==> src/rtl/voter_5_session_ctrl.sv <==
// Five-voter session controller: opens a timed voting window, latches one ballot per voter, tallies and holds the result.
// Optional: define VOTER_EARLY_CLOSE_EN to close the window as soon as all five voters have cast.
module voter_5_session_ctrl #(
  parameter int unsigned WINDOW_CYCLES = 1000,
  parameter int unsigned CNT_W         = 10
) (
  input  logic       clk,
  input  logic       rst_n,
  input  logic       start,
  input  logic [4:0] x,
  input  logic [4:0] press,
  output logic       busy,
  output logic       done,
  output logic       pass,
  output logic [2:0] yes_cnt,
  output logic [2:0] no_cnt,
  output logic [4:0] voted,
  output logic [1:0] state
);

  typedef enum logic [1:0] {
    S_IDLE  = 2'd0,
    S_VOTE  = 2'd1,
    S_TALLY = 2'd2,
    S_SHOW  = 2'd3
  } state_t;

  localparam logic [CNT_W-1:0] LAST_CNT = CNT_W'(WINDOW_CYCLES - 1);

  state_t           st;
  logic [CNT_W-1:0] cnt;
  logic [4:0]       ballot;
  logic [4:0]       press_d;
  logic [4:0]       new_cast;
  logic [2:0]       yes_sum;
  logic [2:0]       no_sum;
  logic             close_now;

  function automatic logic [2:0] popcnt5(input logic [4:0] v);
    logic [2:0] s;
    s = 3'd0;
    for (int i = 0; i < 5; i++) s = s + 3'(v[i]);
    return s;
  endfunction

  // Only a fresh rising edge from a voter who has not yet cast counts.
  assign new_cast = press & ~press_d & ~voted;
  assign yes_sum  = popcnt5(ballot & voted);
  assign no_sum   = popcnt5(~ballot & voted);

`ifdef VOTER_EARLY_CLOSE_EN
  assign close_now = (cnt == LAST_CNT) || (voted == 5'b11111);
`else
  assign close_now = (cnt == LAST_CNT);
`endif

  assign state = st;

  always_ff @(posedge clk or negedge rst_n) begin
    if (!rst_n) begin
      st      <= S_IDLE;
      cnt     <= '0;
      ballot  <= '0;
      press_d <= '0;
      busy    <= 1'b0;
      done    <= 1'b0;
      pass    <= 1'b0;
      yes_cnt <= 3'd0;
      no_cnt  <= 3'd0;
      voted   <= '0;
    end else begin
      press_d <= press;
      done    <= 1'b0;
      case (st)
        S_IDLE, S_SHOW: begin
          if (start) begin
            st      <= S_VOTE;
            busy    <= 1'b1;
            cnt     <= '0;
            ballot  <= '0;
            voted   <= '0;
            pass    <= 1'b0;
            yes_cnt <= 3'd0;
            no_cnt  <= 3'd0;
          end
        end
        S_VOTE: begin
          voted  <= voted | new_cast;
          ballot <= (ballot & ~new_cast) | (x & new_cast);
          if (close_now) st <= S_TALLY;
          else           cnt <= cnt + CNT_W'(1);
        end
        S_TALLY: begin
          yes_cnt <= yes_sum;
          no_cnt  <= no_sum;
          pass    <= (yes_sum >= 3'd3);
          st      <= S_SHOW;
          busy    <= 1'b0;
          done    <= 1'b1;
        end
        default: st <= S_IDLE;
      endcase
    end
  end

endmodule

==> config.mk <==
export PLATFORM = sky130hd
export DESIGN_NAME = voter_5_session_ctrl
export DESIGN_NICKNAME = d
export VERILOG_FILES = /design/src/rtl/voter_5_session_ctrl.sv
export SDC_FILE = /design/constraint.sdc
export NUM_CORES = 1
export LEC_CHECK = 0
export CAP_MARGIN = 20
export CORE_MARGIN = 2
export CORE_UTILIZATION = 50
export DETAILED_ROUTE_END_ITERATION = 6
export HOLD_SLACK_MARGIN = 0.06
export PLACE_DENSITY = 0.74
export SLEW_MARGIN = 20
export SYNTH_ARGS = -nofsm -noshare
export SYNTH_HDL_FRONTEND = slang
export SYNTH_SLANG_ARGS = --single-unit
export TNS_END_PERCENT = 1
==> constraint.sdc <==
create_clock -name clk -period 2.65 [get_ports clk]
set_input_delay 0.265 -clock clk [delete_from_list [all_inputs] [get_ports clk]]
set_output_delay 0.265 -clock clk [all_outputs]
set_load 0.05 [all_outputs]
After elaboration in Yosys (flattened, before gate mapping)
Index checks and enable logic that the tools add are counted.
{"block": "classes", "n_addsub": 9, "magnitude_cmp": 1, "eq_ne": 7, "muxes": 17, "n_bitwise": 12, "n_reduce_logical": 8}
{"op": "$and 5x5->5", "n": 6}
{"op": "$mux 10", "n": 2}
{"op": "$not 5->5", "n": 4}
{"op": "$pmux 10 s2", "n": 1}
{"op": "$pmux 5 s2", "n": 2}
{"op": "$add 3x1->3", "n": 4}
{"op": "$pmux 3 s2", "n": 2}
{"op": "$add 10x1->10 const B", "n": 1}
{"op": "$eq 10x10->1 const B", "n": 1}
{"op": "$or 5x5->5", "n": 2}
{"op": "$add 2x1->3", "n": 2}
{"op": "$ne 2x2->1 const B", "n": 3}
{"op": "$pmux 2 s3", "n": 1}
{"op": "$reduce_and 2->1", "n": 3}
{"op": "$mux 5", "n": 1}
{"op": "$add 1x1->2", "n": 2}
{"op": "$eq 2x2->1 const B", "n": 2}
{"op": "$mux 2", "n": 2}
{"op": "$pmux 1 s2", "n": 2}
{"op": "$reduce_bool 2->1", "n": 2}
{"op": "$ge 3x2->1 const B", "n": 1}
{"op": "$mux 1", "n": 3}
{"op": "$mux 3", "n": 1}
{"op": "$reduce_and 3->1", "n": 1}
{"op": "3 further kinds", "n": 3}
{"block": "totals", "register_bits": 36, "word_cells": 64}

Depth between registers and ports, before layout
{"block": "depth", "ltp_word": 7, "mapped_depth": 7, "mapped_depth_nobuf": 7}

Worst setup path after synthesis
OpenSTA, ideal clock, no wires.
{"block": "synth_path", "kind": "reg-to-reg", "start": "reg voted[0]", "end": "reg no_cnt[1]", "t_arrival_ps": 2263, "t_required_ps": 2529, "setup_slack_ps": 266, "path_stages_with_launch": 7, "synth_period_minus_slack_ps": 2384, "cell_sequence": "dfrtp_1 nand2b_1 fa_1 inv_1 fa_1 ha_1 a22o_1"}
{"block": "synth_via", "elab_chain_cells": 6}
{"item": "start: declaration", "line": "17", "source": "output logic [4:0] voted,"}
{"item": "start signal: assignment", "line": "88", "source": "voted <= voted | new_cast;"}
{"item": "$and 5x5->5", "line": "49", "source": "assign no_sum = popcnt5(~ballot & voted);"}
{"item": "$add 1x1->2", "line": "42", "source": "for (int i = 0; i < 5; i++) s = s + 3'(v[i]);"}
{"item": "$add 2x1->3", "line": "42"}
{"item": "$add 3x1->3 (2 in series)", "line": "42"}
{"item": "$pmux 3 s2", "line": "74", "source": "case (st)"}
{"item": "end signal: assignment", "line": "95", "source": "no_cnt <= no_sum;"}
{"item": "end: declaration", "line": "16", "source": "output logic [2:0] no_cnt,"}
Every way passes these cells.
A chain may end at the register's enable or synchronous reset.

Final worst setup path
{"block": "layout_path", "start": "reg ballot[0]", "end": "reg no_cnt[1]"}
{"block": "layout_via", "elab_chain_cells": 7}
{"item": "start: declaration", "line": "32", "source": "logic [4:0] ballot;"}
{"item": "start signal: assignment", "line": "89", "source": "ballot <= (ballot & ~new_cast) | (x & new_cast);"}
{"item": "$not 5->5", "line": "49"}
{"item": "$and 5x5->5", "line": "49"}
{"item": "$add 1x1->2", "line": "42"}
{"item": "$add 2x1->3", "line": "42"}
{"item": "$add 3x1->3 (2 in series)", "line": "42"}
{"item": "$pmux 3 s2", "line": "74"}
Every way passes these cells.

==> flow_summary.toml <==
[worst_setup_path]
end_kind = "flip-flop"
crit_path_max_fanout = 4
cp-startpoint = "ballot[0]"
ff2ff_path_depth = 6
path_buf_inv = 1
cp-start-kind = "flip-flop"
path_class = "reg -> reg"
crit_chain = "nand2b_1, fa_1, inv_1, fa_1, ha_1, a22o_1"
cpPeakStageDelay_ns = 0.53
crit_arrival_ns = 2.38
ff2ff_setup_slack_ns = 0.45
worstReg2RegStart = "ballot[0]"
reg2reg_to = "no_cnt[1]"
cpMaxStageDelayCell = "fa_1"
cpMostUsedCell = "fa_1"
required_ns = 2.83
cpLargestDelayFamily = "adder cells"

[logic_synthesis]
synthFlopType = "dfrtp_1"
postSynthCellCount = 206
synth_area_leaders = "dfrtp_1 44%, a22o_1 5.2%, nor2b_1 4.3%"
syn_area_per_cell_sq_um = 9.88
synth-async-reset-ratio = 1.00
ys_seq_area_frac = 0.443
yosys.area.top_type_share = 0.443
synth_warnings = 0
synth_area_leader_cell = "dfrtp_1"
synthesis.area_sq_mm = 0.00203
synth_most_common_cell = "dfrtp_1"
ys_ff_latch = 36
synth-edff-count = 0
synth.distinct_cells = 39
synth.top_cells.by_count = "36 x dfrtp_1, 21 x nand2_1, 16 x o21ai_0"
synth_fp_nets = 229

[sta]
drv_slew = 0
max-slew-margin-rel = 0.653
final-setup-viol-count = 0
finalSetupTns_ns = 0
min_period_ns = 2.20
fin_crit_sh = 0.831
worst_pin_slew_ns = 0.519
finalClockSkew_ns = 0.00634
hold_violations = 0
fmax_ghz = 0.454
rsz0062_at_grt = "false"

[floorplanning]
fp.dieH_um = 67.8
ioPinCount = 29
std_cell_rows = 23
die_w_um = 67.8
initial_core_util = 0.512
coreArea_sq_mm = 0.00397
die_area_sq_mm = 0.00459

[place]
dp_hpwl_um = 2730
placed_cells = 279
place.gp.congestion = 0.762
io_buffers = 28
postPlaceCellArea_sq_mm = 0.00234

[layout]
layout.nets = 259
diodes = 0
fin_area_sq_mm = 0.00244
final_cells = 286
area_growth_pct = 19.9
fillCellCount = 349
drive_gt1_frac = 0.0890

[cts]
cts_setup_buffers = 0
cts-root-buf = "clkbuf_8"
cts_inserted_buffers = 5
ctsHoldBuffers = 0
clk_latency_ns = 0.29
cts_buffer_depth = 2
cts_resized = 0
htreeDepth = 2
tritoncts = "done"
cts.sinks = 36
clkTransAtPathRegs_ns = 0.07

[global_route]
grt_usage = 0.205
antenna_found_initial = 0
grt.overflow.total = 0
grt_first_pass_wirelength_um = 6960
grt_pass1_vias = 1560
grt_start_max_net_pins = 40

[routing]
drt-initial-drc-count = 105
dr.pass1.iters = 4
drc = 0
wl_per_cell_um = 14.3
vias = 1603
wl_um = 4090
viasPerCell = 5.60
antenna_left = 0

[hold_path]
hp-class = "in -> async"

[status]
status = "finished, final reports clean"

[job]
drv_cap = 0

[power_and_ir_drop]
ir_worst_vdd_uv = 1030
p_per_area_mw_per_mm2 = 933
p_leak_nw = 1.09
==> per-stage QoR <==
step	hold slack, ns	power [W]	utilization	worst slack (ns)
6_report	0.390	0.00228	0.614	0.448
5_1_grt	0.454	0.00244	0.614	0.361
4_1_cts	0.413	0.00228	0.614	0.441
3_5_place_dp	0.474	0.00186	0.590	0.489
3_3_place_gp	0.467	0.00185	0.590	0.534
2_1_floorplan	-0.0306	0.00158	-	0.266
==> worst register-to-register path, delay by kind of cell (launching register included) <==
family                     cells  cell delay [ns]
AOI/OAI and AO/OA              1             0.20
adders and majority gates      3             1.24
buffers and inverters          1             0.06
DFF                            1             0.40
and+or+nand+nor                1             0.17
==> routing by layer <==
| metal | routed length, um | share of wire | GRT usage |
|---|---|---|---|
| met5 | 0 | 0 | 0 |
| met4 | 75 | 0.018 | 0.100 |
| met3 | 181 | 0.044 | 0.0417 |
| met2 | 1850 | 0.45 | 0.314 |
| met1 | 1990 | 0.49 | 0.276 |
==> sequential cells by signal, summed over array words and instances, names as in the netlist <==
signal / flops
ballot: 5
done: 1
cnt: 10
voted: 5
press_d: 5
yes_cnt: 3
state: 2
busy: 1
pass: 1
no_cnt: 3
==> how the worst max path moves through the flow <==
stage                     slack, ns         to  cells after the start
after floorplan                0.27  no_cnt[1]                      6
after global placement         0.53  no_cnt[1]                      6
after detailed placement       0.49  no_cnt[1]                      6
after CTS                      0.44  no_cnt[1]                      6
after global routing           0.36  no_cnt[1]                      6
final                          0.45  no_cnt[1]                      6
==> cells by family (layout without fill, tap and decap cells) <==
group | Yosys count | in the layout | synth area share
AND/OR/NAND/NOR | 69 | 69 | 0.186
flip-flops | 36 | 36 | 0.443
AO/OA/AOI/OAI | 61 | 61 | 0.200
multiplexers | 6 | 6 | 0.0332
buffers and inverters | 24 | 54 | 0.0615
adder cells (fa/ha/maj) | 10 | 10 | 0.0763
==> where the power goes <==
group / switching, W / leakage, nW / internal (W)
combinational: 0.000704 / 0.570 / 0.000401
clock: 0.000187 / 0.0503 / 0.000231
sequential: 0.0000971 / 0.474 / 0.000654
==> layout make-up <==
cell class              count  area, sq um  share of cell area
clock buffers               7         96.3              0.0395
inverters                  14         52.6              0.0215
multi-input cells         146         1010               0.414
flip-flops and latches     36          901               0.369
well taps                  50         62.6              0.0257
repair buffers             33          318               0.130
==> cell usage in the layout, fill, tap and decap left out, types with 7 or more instances in the layout <==
cell type / instances
dfrtp_1: 36
clkdlybuf4s50_1: 28
nand2_1: 21
o21ai_0: 16
inv_1: 14
nor2b_1: 14
a22o_1: 12
a31oi_1: 10
a21oi_1: 9
clkbuf_8: 7
Note: power is estimated with default switching activity, not from simulation.
